--- src/rtl/dct_row_sequencer_if.sv ---
// Signal bundle between the DCT row sequencer, its sample source, the 4-lane
// accumulation datapath and the downstream transpose/quantiser stage.
interface dct_row_sequencer_if;
    logic        s_valid;
    logic        s_ready;
    logic [14:0] s_data;
    logic        flush;
    logic        dp_clr;
    logic        dp_en;
    logic [14:0] dp_in;
    logic [2:0]  dp_k;
    logic [17:0] dp_out1;
    logic [17:0] dp_out2;
    logic [17:0] dp_out3;
    logic [17:0] dp_out4;
    logic [17:0] res1;
    logic [17:0] res2;
    logic [17:0] res3;
    logic [17:0] res4;
    logic        res_valid;
    logic        res_ready;
    logic        busy;
    logic [7:0]  blk_cnt;

    modport master (
        input  s_valid, s_data, flush, dp_out1, dp_out2, dp_out3, dp_out4, res_ready,
        output s_ready, dp_clr, dp_en, dp_in, dp_k, res1, res2, res3, res4,
               res_valid, busy, blk_cnt
    );

    modport slave (
        output s_valid, s_data, flush, dp_out1, dp_out2, dp_out3, dp_out4, res_ready,
        input  s_ready, dp_clr, dp_en, dp_in, dp_k, res1, res2, res3, res4,
               res_valid, busy, blk_cnt
    );
endinterface

--- src/rtl/dct_row_sequencer.sv ---
// Block sequencer for the 4-lane DCT accumulation datapath: clears the lanes,
// streams indexed samples in, waits out the datapath latency, holds the result.
module dct_row_sequencer #(
    parameter int unsigned SAMPLES = 8,
    parameter int unsigned DP_LAT  = 2
) (
    input logic                 clk,
    input logic                 rst,
    dct_row_sequencer_if.master bus
);

    typedef enum logic [2:0] {IDLE, CLEAR, FEED, WAIT, HOLD} state_t;

    localparam logic [2:0] LAST_IDX  = 3'(SAMPLES - 1);
    localparam logic [2:0] LAST_WAIT = 3'(DP_LAT);

    state_t      state_q, state_d;
    logic [2:0]  idx_q, idx_d;
    logic [2:0]  wait_q, wait_d;
    logic        s_ready_q, s_ready_d;
    logic        dp_clr_q, dp_clr_d;
    logic        dp_en_q, dp_en_d;
    logic [14:0] dp_in_q, dp_in_d;
    logic [2:0]  dp_k_q, dp_k_d;
    logic [17:0] res1_q, res1_d;
    logic [17:0] res2_q, res2_d;
    logic [17:0] res3_q, res3_d;
    logic [17:0] res4_q, res4_d;
    logic        res_valid_q, res_valid_d;
    logic        busy_q, busy_d;
    logic [7:0]  blk_cnt_q, blk_cnt_d;

    always_comb begin
        state_d     = state_q;
        idx_d       = idx_q;
        wait_d      = wait_q;
        s_ready_d   = 1'b0;
        dp_clr_d    = 1'b0;
        dp_en_d     = 1'b0;
        dp_in_d     = dp_in_q;
        dp_k_d      = dp_k_q;
        res1_d      = res1_q;
        res2_d      = res2_q;
        res3_d      = res3_q;
        res4_d      = res4_q;
        res_valid_d = res_valid_q;
        blk_cnt_d   = blk_cnt_q;

        if (bus.flush) begin
            state_d     = IDLE;
            idx_d       = '0;
            wait_d      = '0;
            res_valid_d = 1'b0;
        end else begin
            unique case (state_q)
                IDLE: begin
                    if (bus.s_valid) begin
                        state_d  = CLEAR;
                        dp_clr_d = 1'b1;
                        idx_d    = '0;
                    end
                end
                CLEAR: begin
                    state_d   = FEED;
                    s_ready_d = 1'b1;
                end
                FEED: begin
                    s_ready_d = 1'b1;
                    if (bus.s_valid && s_ready_q) begin
                        dp_en_d = 1'b1;
                        dp_in_d = bus.s_data;
                        dp_k_d  = idx_q;
                        if (idx_q == LAST_IDX) begin
                            state_d   = WAIT;
                            s_ready_d = 1'b0;
                            idx_d     = '0;
                            wait_d    = '0;
                        end else begin
                            idx_d = idx_q + 3'd1;
                        end
                    end
                end
                WAIT: begin
                    // Final count lands DP_LAT+1 edges after the last sample edge.
                    if (wait_q == LAST_WAIT) begin
                        state_d     = HOLD;
                        wait_d      = '0;
                        res1_d      = bus.dp_out1;
                        res2_d      = bus.dp_out2;
                        res3_d      = bus.dp_out3;
                        res4_d      = bus.dp_out4;
                        res_valid_d = 1'b1;
                        blk_cnt_d   = blk_cnt_q + 8'd1;
                    end else begin
                        wait_d = wait_q + 3'd1;
                    end
                end
                HOLD: begin
                    if (bus.res_ready) begin
                        res_valid_d = 1'b0;
                        if (bus.s_valid) begin
                            state_d  = CLEAR;
                            dp_clr_d = 1'b1;
                            idx_d    = '0;
                        end else begin
                            state_d = IDLE;
                        end
                    end
                end
                default: state_d = IDLE;
            endcase
        end

        busy_d = (state_d != IDLE);
    end

    always_ff @(posedge clk or posedge rst) begin
        if (rst) begin
            state_q     <= IDLE;
            idx_q       <= '0;
            wait_q      <= '0;
            s_ready_q   <= 1'b0;
            dp_clr_q    <= 1'b0;
            dp_en_q     <= 1'b0;
            dp_in_q     <= '0;
            dp_k_q      <= '0;
            res1_q      <= '0;
            res2_q      <= '0;
            res3_q      <= '0;
            res4_q      <= '0;
            res_valid_q <= 1'b0;
            busy_q      <= 1'b0;
            blk_cnt_q   <= '0;
        end else begin
            state_q     <= state_d;
            idx_q       <= idx_d;
            wait_q      <= wait_d;
            s_ready_q   <= s_ready_d;
            dp_clr_q    <= dp_clr_d;
            dp_en_q     <= dp_en_d;
            dp_in_q     <= dp_in_d;
            dp_k_q      <= dp_k_d;
            res1_q      <= res1_d;
            res2_q      <= res2_d;
            res3_q      <= res3_d;
            res4_q      <= res4_d;
            res_valid_q <= res_valid_d;
            busy_q      <= busy_d;
            blk_cnt_q   <= blk_cnt_d;
        end
    end

    assign bus.s_ready   = s_ready_q;
    assign bus.dp_clr    = dp_clr_q;
    assign bus.dp_en     = dp_en_q;
    assign bus.dp_in     = dp_in_q;
    assign bus.dp_k      = dp_k_q;
    assign bus.res1      = res1_q;
    assign bus.res2      = res2_q;
    assign bus.res3      = res3_q;
    assign bus.res4      = res4_q;
    assign bus.res_valid = res_valid_q;
    assign bus.busy      = busy_q;
    assign bus.blk_cnt   = blk_cnt_q;

endmodule

--- src/flat_wrapper.sv ---
// flat-port wrapper written by rule: the top's interface ports become plain ports
module dct_row_sequencer_flat 
#(
    parameter int unsigned SAMPLES = 8,
    parameter int unsigned DP_LAT  = 2
)
  (clk, rst, bus_s_valid, bus_s_data, bus_flush, bus_dp_out1, bus_dp_out2, bus_dp_out3, bus_dp_out4, bus_res_ready, bus_s_ready, bus_dp_clr, bus_dp_en, bus_dp_in, bus_dp_k, bus_res1, bus_res2, bus_res3, bus_res4, bus_res_valid, bus_busy, bus_blk_cnt);
  dct_row_sequencer_if bus_i ();
  input logic clk;
  input logic rst;
  input wire logic [$bits(bus_i.s_valid)-1:0] bus_s_valid;
  input wire logic [$bits(bus_i.s_data)-1:0] bus_s_data;
  input wire logic [$bits(bus_i.flush)-1:0] bus_flush;
  input wire logic [$bits(bus_i.dp_out1)-1:0] bus_dp_out1;
  input wire logic [$bits(bus_i.dp_out2)-1:0] bus_dp_out2;
  input wire logic [$bits(bus_i.dp_out3)-1:0] bus_dp_out3;
  input wire logic [$bits(bus_i.dp_out4)-1:0] bus_dp_out4;
  input wire logic [$bits(bus_i.res_ready)-1:0] bus_res_ready;
  output wire logic [$bits(bus_i.s_ready)-1:0] bus_s_ready;
  output wire logic [$bits(bus_i.dp_clr)-1:0] bus_dp_clr;
  output wire logic [$bits(bus_i.dp_en)-1:0] bus_dp_en;
  output wire logic [$bits(bus_i.dp_in)-1:0] bus_dp_in;
  output wire logic [$bits(bus_i.dp_k)-1:0] bus_dp_k;
  output wire logic [$bits(bus_i.res1)-1:0] bus_res1;
  output wire logic [$bits(bus_i.res2)-1:0] bus_res2;
  output wire logic [$bits(bus_i.res3)-1:0] bus_res3;
  output wire logic [$bits(bus_i.res4)-1:0] bus_res4;
  output wire logic [$bits(bus_i.res_valid)-1:0] bus_res_valid;
  output wire logic [$bits(bus_i.busy)-1:0] bus_busy;
  output wire logic [$bits(bus_i.blk_cnt)-1:0] bus_blk_cnt;
  assign bus_i.s_valid = bus_s_valid;
  assign bus_i.s_data = bus_s_data;
  assign bus_i.flush = bus_flush;
  assign bus_i.dp_out1 = bus_dp_out1;
  assign bus_i.dp_out2 = bus_dp_out2;
  assign bus_i.dp_out3 = bus_dp_out3;
  assign bus_i.dp_out4 = bus_dp_out4;
  assign bus_i.res_ready = bus_res_ready;
  assign bus_s_ready = bus_i.s_ready;
  assign bus_dp_clr = bus_i.dp_clr;
  assign bus_dp_en = bus_i.dp_en;
  assign bus_dp_in = bus_i.dp_in;
  assign bus_dp_k = bus_i.dp_k;
  assign bus_res1 = bus_i.res1;
  assign bus_res2 = bus_i.res2;
  assign bus_res3 = bus_i.res3;
  assign bus_res4 = bus_i.res4;
  assign bus_res_valid = bus_i.res_valid;
  assign bus_busy = bus_i.busy;
  assign bus_blk_cnt = bus_i.blk_cnt;
  dct_row_sequencer #(.SAMPLES(SAMPLES), .DP_LAT(DP_LAT)) u_core (.clk(clk), .rst(rst), .bus(bus_i));
endmodule
--- config.mk ---
export PLATFORM = sky130hd
export DESIGN_NAME = dct_row_sequencer_flat
export DESIGN_NICKNAME = d
export VERILOG_FILES = /design/src/rtl/dct_row_sequencer_if.sv /design/src/rtl/dct_row_sequencer.sv /design/src/flat_wrapper.sv
export SDC_FILE = /design/constraint.sdc
export NUM_CORES = 1
export LEC_CHECK = 0
export ABC_AREA = 1
export BUFFER_PORTS_ARGS = -buffer_cell sky130_fd_sc_hd__buf_2
export CELL_PAD_IN_SITES_DETAIL_PLACEMENT = 1
export CELL_PAD_IN_SITES_GLOBAL_PLACEMENT = 2
export CORE_UTILIZATION = 28
export CTS_BUF_LIST = sky130_fd_sc_hd__clkbuf_16
export DETAILED_ROUTE_END_ITERATION = 16
export GPL_TIMING_DRIVEN = 0
export PLACE_DENSITY = 0.85
export SYNTH_ARGS = -nofsm -noshare
export SYNTH_HDL_FRONTEND = slang
export SYNTH_SLANG_ARGS = --single-unit
export TNS_END_PERCENT = 100
--- constraint.sdc ---
create_clock -name clk -period 5.7 [get_ports clk]
set_clock_uncertainty 0.15 [all_clocks]
set_input_delay 1.14 -clock clk [delete_from_list [all_inputs] [get_ports clk]]
set_output_delay 1.14 -clock clk [all_outputs]
set_load 0.02 [all_outputs]
==> results.json, run 1 <==
{
  "hold_path_depth": 2,
  "avgSynthCellArea_sq_um": 8.56,
  "ys_warn_count": 0,
  "r2r-end": "u_core.bus.res3[10]",
  "synth.top_cell.area_share": 0.605,
  "synth_area_sq_um": 4630,
  "synthTopCellsByArea": "dfrtp_1 61%, nand2_1 26%, buf_6 2.7%",
  "cp_data_required_time_ps": 4410,
  "ir_drop_mv": 0.123,
  "tns_ps": 0,
  "period_minus_slack_ps": 2260,
  "postCtsSetupRepairBufs": 0,
  "grt_pass1_wl_microns": 20700,
  "die-area_sq_um": 17100,
  "cts_sinks": 112,
  "hold_start": "u_core.bus.res2[1]",
  "synth_edf_count": 0,
  "critPathCaptureType": "output pin",
  "wl_per_cell_microns": 13.7,
  "cts_buffers": 9,
  "cts_hold_buf": 0,
  "critPathMaxFanout": 5,
  "fp.dieW_microns": 131,
  "wirelength_microns": 13200,
  "yosysTopAreaCell": "dfrtp_1",
  "cts_tree": "built",
  "h-tree-depth": 3,
  "final_nets": 842,
  "worst_pin_slew_ps": 508,
  "maxCapViolCount": 0,
  "cp_slowest_stage_delay_ps": 420,
  "gp_congestion": 0.748,
  "initialDrtViolationCount": 154,
  "io_buffers": 194,
  "antennaDiodeCount": 0,
  "placed_cell_area_sq_um": 5900,
  "clk_transition_reported_paths_ps": 70,
  "syn_nets": 636,
  "drc_errors": 0,
  "antenna_found_initial": 0,
  "cp_cell_sequence": "buf_2",
  "ys_ff_latch": 112,
  "initial_utilization": 0.289,
  "ff2ff_path_depth": 8,
  "firstDrtPassIters": 4,
  "synth.most_common_cell": "nand2_1",
  "design_area_sq_um": 6190,
  "drive_above_1_share": 0.313,
  "dp_hpwl_microns": 9950,
  "boundaryPins": 195,
  "rsz0062_at_grt": "no",
  "worst-path-buf-inv": 1,
  "critPathTopFamily": "flip-flops",
  "cts_max_path_buffers": 2,
  "syn-instance-count": 541,
  "regToRegSetupSlack_ps": 3990,
  "coreArea_sq_um": 16000,
  "timing.fmax_mhz": 443,
  "die_h_microns": 131,
  "yosysSeqAreaShare": 0.605,
  "async_flop_share": 1.00,
  "min_to": "u_core.bus.res2[1]",
  "min_path_type": "reg -> reg",
  "critPathLaunchType": "flop",
  "num_vias": 4165,
  "insertion_delay_ps": 350,
  "crit_slowest_cell": "dfrtp_1",
  "setup_viol": 0,
  "area_growth_pct": 33.7,
  "final_util": 0.387,
  "finalCritPeriodShare": 0.396,
  "status": "complete, no violations",
  "critPathKind": "reg -> out",
  "synth.distinct_cells": 19,
  "synth_common_cells": "323 x nand2_1, 112 x dfrtp_1, 20 x inv_1, 18 x nand3_1, 15 x nor2_1",
  "overflow": 0,
  "timing.rr.start": "u_core.state_q[2]",
  "grtUsageTotal": 0.156,
  "cts_resized": 0,
  "power.density_nw_per_um2": 257,
  "grt_pass1_vias": 4215,
  "grt_max_degree": 62,
  "arrival_ps": 970,
  "cts_root_buffer": "clkbuf_16",
  "hold_viol_final": 0,
  "slew_headroom": 0.661,
  "rows": 46,
  "p_leak_nw": 3.84,
  "synth_ff_type": "dfrtp_1",
  "maxSlewViolCount": 0,
  "via_per_inst": 4.31,
  "ant_nets": 0
}
-- how the worst max path moves through the flow --
stage,start,end,slack [ps],cells after the start
after global routing,u_core.bus.blk_cnt[2],bus_blk_cnt[2],3390,1
final,u_core.bus.blk_cnt[2],bus_blk_cnt[2],3440,1
after CTS,u_core.bus.blk_cnt[4],bus_blk_cnt[4],3420,1
after floorplan,rst,u_core.bus.blk_cnt[0],1450,1
after global placement,rst,u_core.bus.res4[8],20,2
after detailed placement,bus_flush,u_core.bus.dp_in[1],3330,7
-- kinds of logic after synthesis --
| kind of cell | synth area share |
|---|---|
| AO/OA/AOI/OAI | 0.0122 |
| flip-flops | 0.605 |
| adder cells (fa/ha/maj) | 0.00811 |
| XOR/XNOR | 0.00378 |
| AND/OR/NAND/NOR | 0.315 |
| buffers and inverters | 0.0559 |
-- placed cells by master (no fill, tap or decap), types with 2 or more instances in the layout --
cell type,instances
ha_1,3
nand3_1,18
clkbuf_16,9
o21ai_0,8
nor3_1,3
inv_1,19
inv_2,3
dfrtp_1,112
inv_6,2
nand2_1,323
nand3b_1,3
xor2_1,2
a21oi_1,2
buf_6,11
nand4_1,6
buf_2,202
clkinvlp_4,3
nor2_1,15
-- worst min-delay path, delay by kind of cell (launching register included) --
family / cells / cell delay (ps)
flip-flops: 1 / 340
AND/OR/NAND/NOR: 2 / 100
-- per-stage QoR --
step / hold WS (ps) / power (mW) / std cells / setup WS [ps]
after floorplan: 318 / 0.911 / 541 / 1450
after CTS: 331 / 1.62 / 967 / 3420
after detailed placement: 313 / 0.982 / 952 / 3330
final: 328 / 1.59 / 967 / 3440
after global routing: 347 / 1.66 / 967 / 3390
after global placement: 306 / 0.975 / 951 / 23.2
-- area by class of cell --
type	count	area, sq um
plain buffers	19	164
clock buffers	9	225
clock inverters	6	61.3
fillers	2018	9810
inverters	24	100
multi-input cells	386	1570
flip-flops and latches	112	2800
well taps	216	270
repair buffers	195	998
-- where the power goes --
part / switching [mW] / internal, mW / total (mW)
Clock: 0.291 / 0.337 / 0.628
Sequential: 0.0121 / 0.816 / 0.828
Combinational: 0.0841 / 0.0516 / 0.136
-- flip-flops by register name, summed over array words and instances (netlist names) --
signal	count
u_core.bus.blk_cnt	8
u_core.state_q	3
u_core.wait_q	3
u_core.bus.dp_clr	1
u_core.bus.res4	18
u_core.bus.res3	18
u_core.bus.res_valid	1
u_core.bus.dp_en	1
u_core.bus.s_ready	1
u_core.bus.dp_in	15
u_core.bus.busy	1
u_core.bus.res2	18
u_core.bus.res1	18
u_core.bus.dp_k	3
u_core.idx_q	3
-- layer usage --
layer  share of wire  wire length [microns]  vias to the layer above  global-route usage
met3           0.074                    976                       11              0.0428
li1                -                      -                     2063                   -
met4           0.012                    164                        0              0.0548
met5               0                      0                        -                   0
met2            0.48                   6330                      116               0.259
met1            0.43                   5730                     1975               0.197
(Power assumes the default switching activity.)
==> run 2, diff against run 1 <==
- CORE_UTILIZATION: 28 -> 24
- PLACE_DENSITY: 0.85 -> 0.78
- clock period: 5.7 -> 2 ns (I/O delays scaled with it)
==> run 2 against run 1 <==
Effect of this change:
- first-iteration DRC count decreased by 5.2%
- critical endpoint is now u_core.bus.blk_cnt[2]
- via count decreased by 1.6%
- cell count rose by 5.0%
- highest routed layer unchanged
- sequential cell count stayed put
- register-to-register slack got worse by 3700 ps
- global-route usage is 1.7 points lower
- clock power rose to 3.0 times the previous value
- die area rose by 16%
- combinational power rose to 2.9 times the previous value
==> results.json, run 2 (synthesis gave the netlist of run 1 again) <==
{
  "status": "complete, no violations",
  "cp_data_required_time_ps": 2140,
  "ant_nets": 0,
  "maxCapViolCount": 0,
  "cts_buffers": 9,
  "dp_hpwl_microns": 9870,
  "via_per_inst": 4.04,
  "maxSlewViolCount": 0,
  "die-area_sq_um": 19800,
  "wirelength_microns": 13100,
  "cts_max_path_buffers": 2,
  "antennaDiodeCount": 0,
  "p_leak_nw": 3.87,
  "worst_pin_slew_ps": 507,
  "pre_cts_slack_ps": 220,
  "design_area_sq_um": 6300,
  "power.density_nw_per_um2": 732,
  "antenna_found_initial": 0,
  "die_h_microns": 141,
  "finalCritPeriodShare": 0.862,
  "min_path_type": "in -> reg",
  "initial_utilization": 0.246,
  "wl_per_cell_microns": 12.9,
  "overflow": 0,
  "critPathMaxFanout": 10,
  "layout.cells.non_filler": 1015,
  "cts_sinks": 112,
  "drive_above_1_share": 0.317,
  "firstDrtPassIters": 4,
  "final_cell_mix": "323 x nand2_1, 202 x buf_2, 112 x dfrtp_1",
  "cts_tree": "built",
  "hold_viol_final": 0,
  "final_common_cell": "nand2_1",
  "final_nets": 845,
  "layout_setup_ws_ps": 276,
  "crit_cells": 8,
  "postCtsSetupRepairBufs": 0,
  "crit_slowest_cell": "dfrtp_1",
  "timing.fmax_mhz": 580,
  "coreArea_sq_um": 18800,
  "slew_headroom": 0.661,
  "rsz0062_at_grt": "no",
  "boundaryPins": 195,
  "clk_transition_reported_paths_ps": 80,
  "placed_cell_area_sq_um": 5990,
  "area_growth_pct": 36.2,
  "cts_root_buffer": "clkbuf_16",
  "hold_path_depth": 3,
  "initialDrtViolationCount": 146,
  "ir_drop_mv": 0.340,
  "post-place-cells": 998,
  "critPathTopFamily": "simple AND/OR/NAND/NOR gates",
  "critPathCaptureType": "flop",
  "tns_ps": 0,
  "grtUsageTotal": 0.140,
  "fp.dieW_microns": 141,
  "setup_viol": 0,
  "cp_slowest_stage_delay_ps": 440,
  "gp_congestion": 0.728,
  "critPathKind": "reg -> reg",
  "cp_cell_sequence": "inv_2, nand3_1, nor2_4, nand2_4, inv_6, buf_6, nand3b_1, nand2_1",
  "period_minus_slack_ps": 1720,
  "rows": 50,
  "insertion_delay_ps": 350,
  "grt_pass1_wl_microns": 21800,
  "fin_hold_ws_ps": 87.5,
  "arrival_ps": 1870,
  "critPathLaunchType": "flop",
  "ff2ff_path_depth": 8,
  "worst-path-buf-inv": 3,
  "io_buffers": 194,
  "drc_errors": 0,
  "num_vias": 4098,
  "grt_max_degree": 38,
  "grt_pass1_vias": 4211,
  "h-tree-depth": 3
}
-- run 2: cell count changes in the layout (fill, tap and decap cells not counted), sizes merged --
| cell | delta |
|---|---|
| buf | +2 |
| clkinv | +1 |
| clkinvlp | -1 |
| dlygate4sd3 | +1 |
| inv | +1 |
-- run 2: report_power, final --
group / switching [mW] / total, mW / internal, mW / leakage, nW
logic: 0.238 / 0.392 / 0.154 / 2.18
registers: 0.0349 / 2.36 / 2.32 / 1.54
clock network: 0.878 / 1.87 / 0.989 / 0.148
-- run 2: what timing repair did --
item / CTS / global route
hold buffers: 1 / 0
endpoints found under the hold margin: 18 / 0
gates resized for setup: 0 / 0
-- run 2: final timing paths --
check                                startpoint                     to  slack (ps)
min                              bus_dp_out2[1]     u_core.bus.res2[1]          90
min in group asynchronous                   rst    u_core.bus.res1[12]         490
max in group asynchronous                   rst     u_core.bus.res3[2]         470
max                           u_core.state_q[2]  u_core.bus.blk_cnt[2]         280
max reg2reg                   u_core.state_q[2]  u_core.bus.blk_cnt[2]         280
min reg2reg                u_core.bus.dp_in[11]   u_core.bus.dp_in[11]         320
-- run 2: worst register-to-register path, cell delays in order, from the launching register on --
cell and delay [ps]:
dfrtp_1 440, inv_2 130, nand3_1 140, nor2_4 170
nand2_4 140, inv_6 180, buf_6 170, nand3b_1 90
nand2_1 60
-- run 2: layout make-up --
class                   instances  area (sq um)
plain buffers                  19           164
clock buffers                   9           225
clock inverters                 7          80.1
fillers                      2331         12500
inverters                      24          98.8
multi-input cells             386          1570
flip-flops and latches        112          2800
well taps                     260           325
repair buffers                198          1040
-- run 2: metal layers --
metal	wire, microns	track usage	part of all wire
met5	0	0	0
met4	226	0.0503	0.017
met3	749	0.0377	0.057
met2	6150	0.228	0.47
met1	6020	0.177	0.46
-- run 2: through the flow --
| step | power [mW] | util |
|---|---|---|
| finish | 4.62 | 0.335 |
| global route | 4.86 | 0.335 |
| CTS | 4.74 | 0.335 |
| detailed placement | 2.81 | 0.318 |
| global placement | 2.78 | 0.315 |
| floorplan | 2.60 | - |
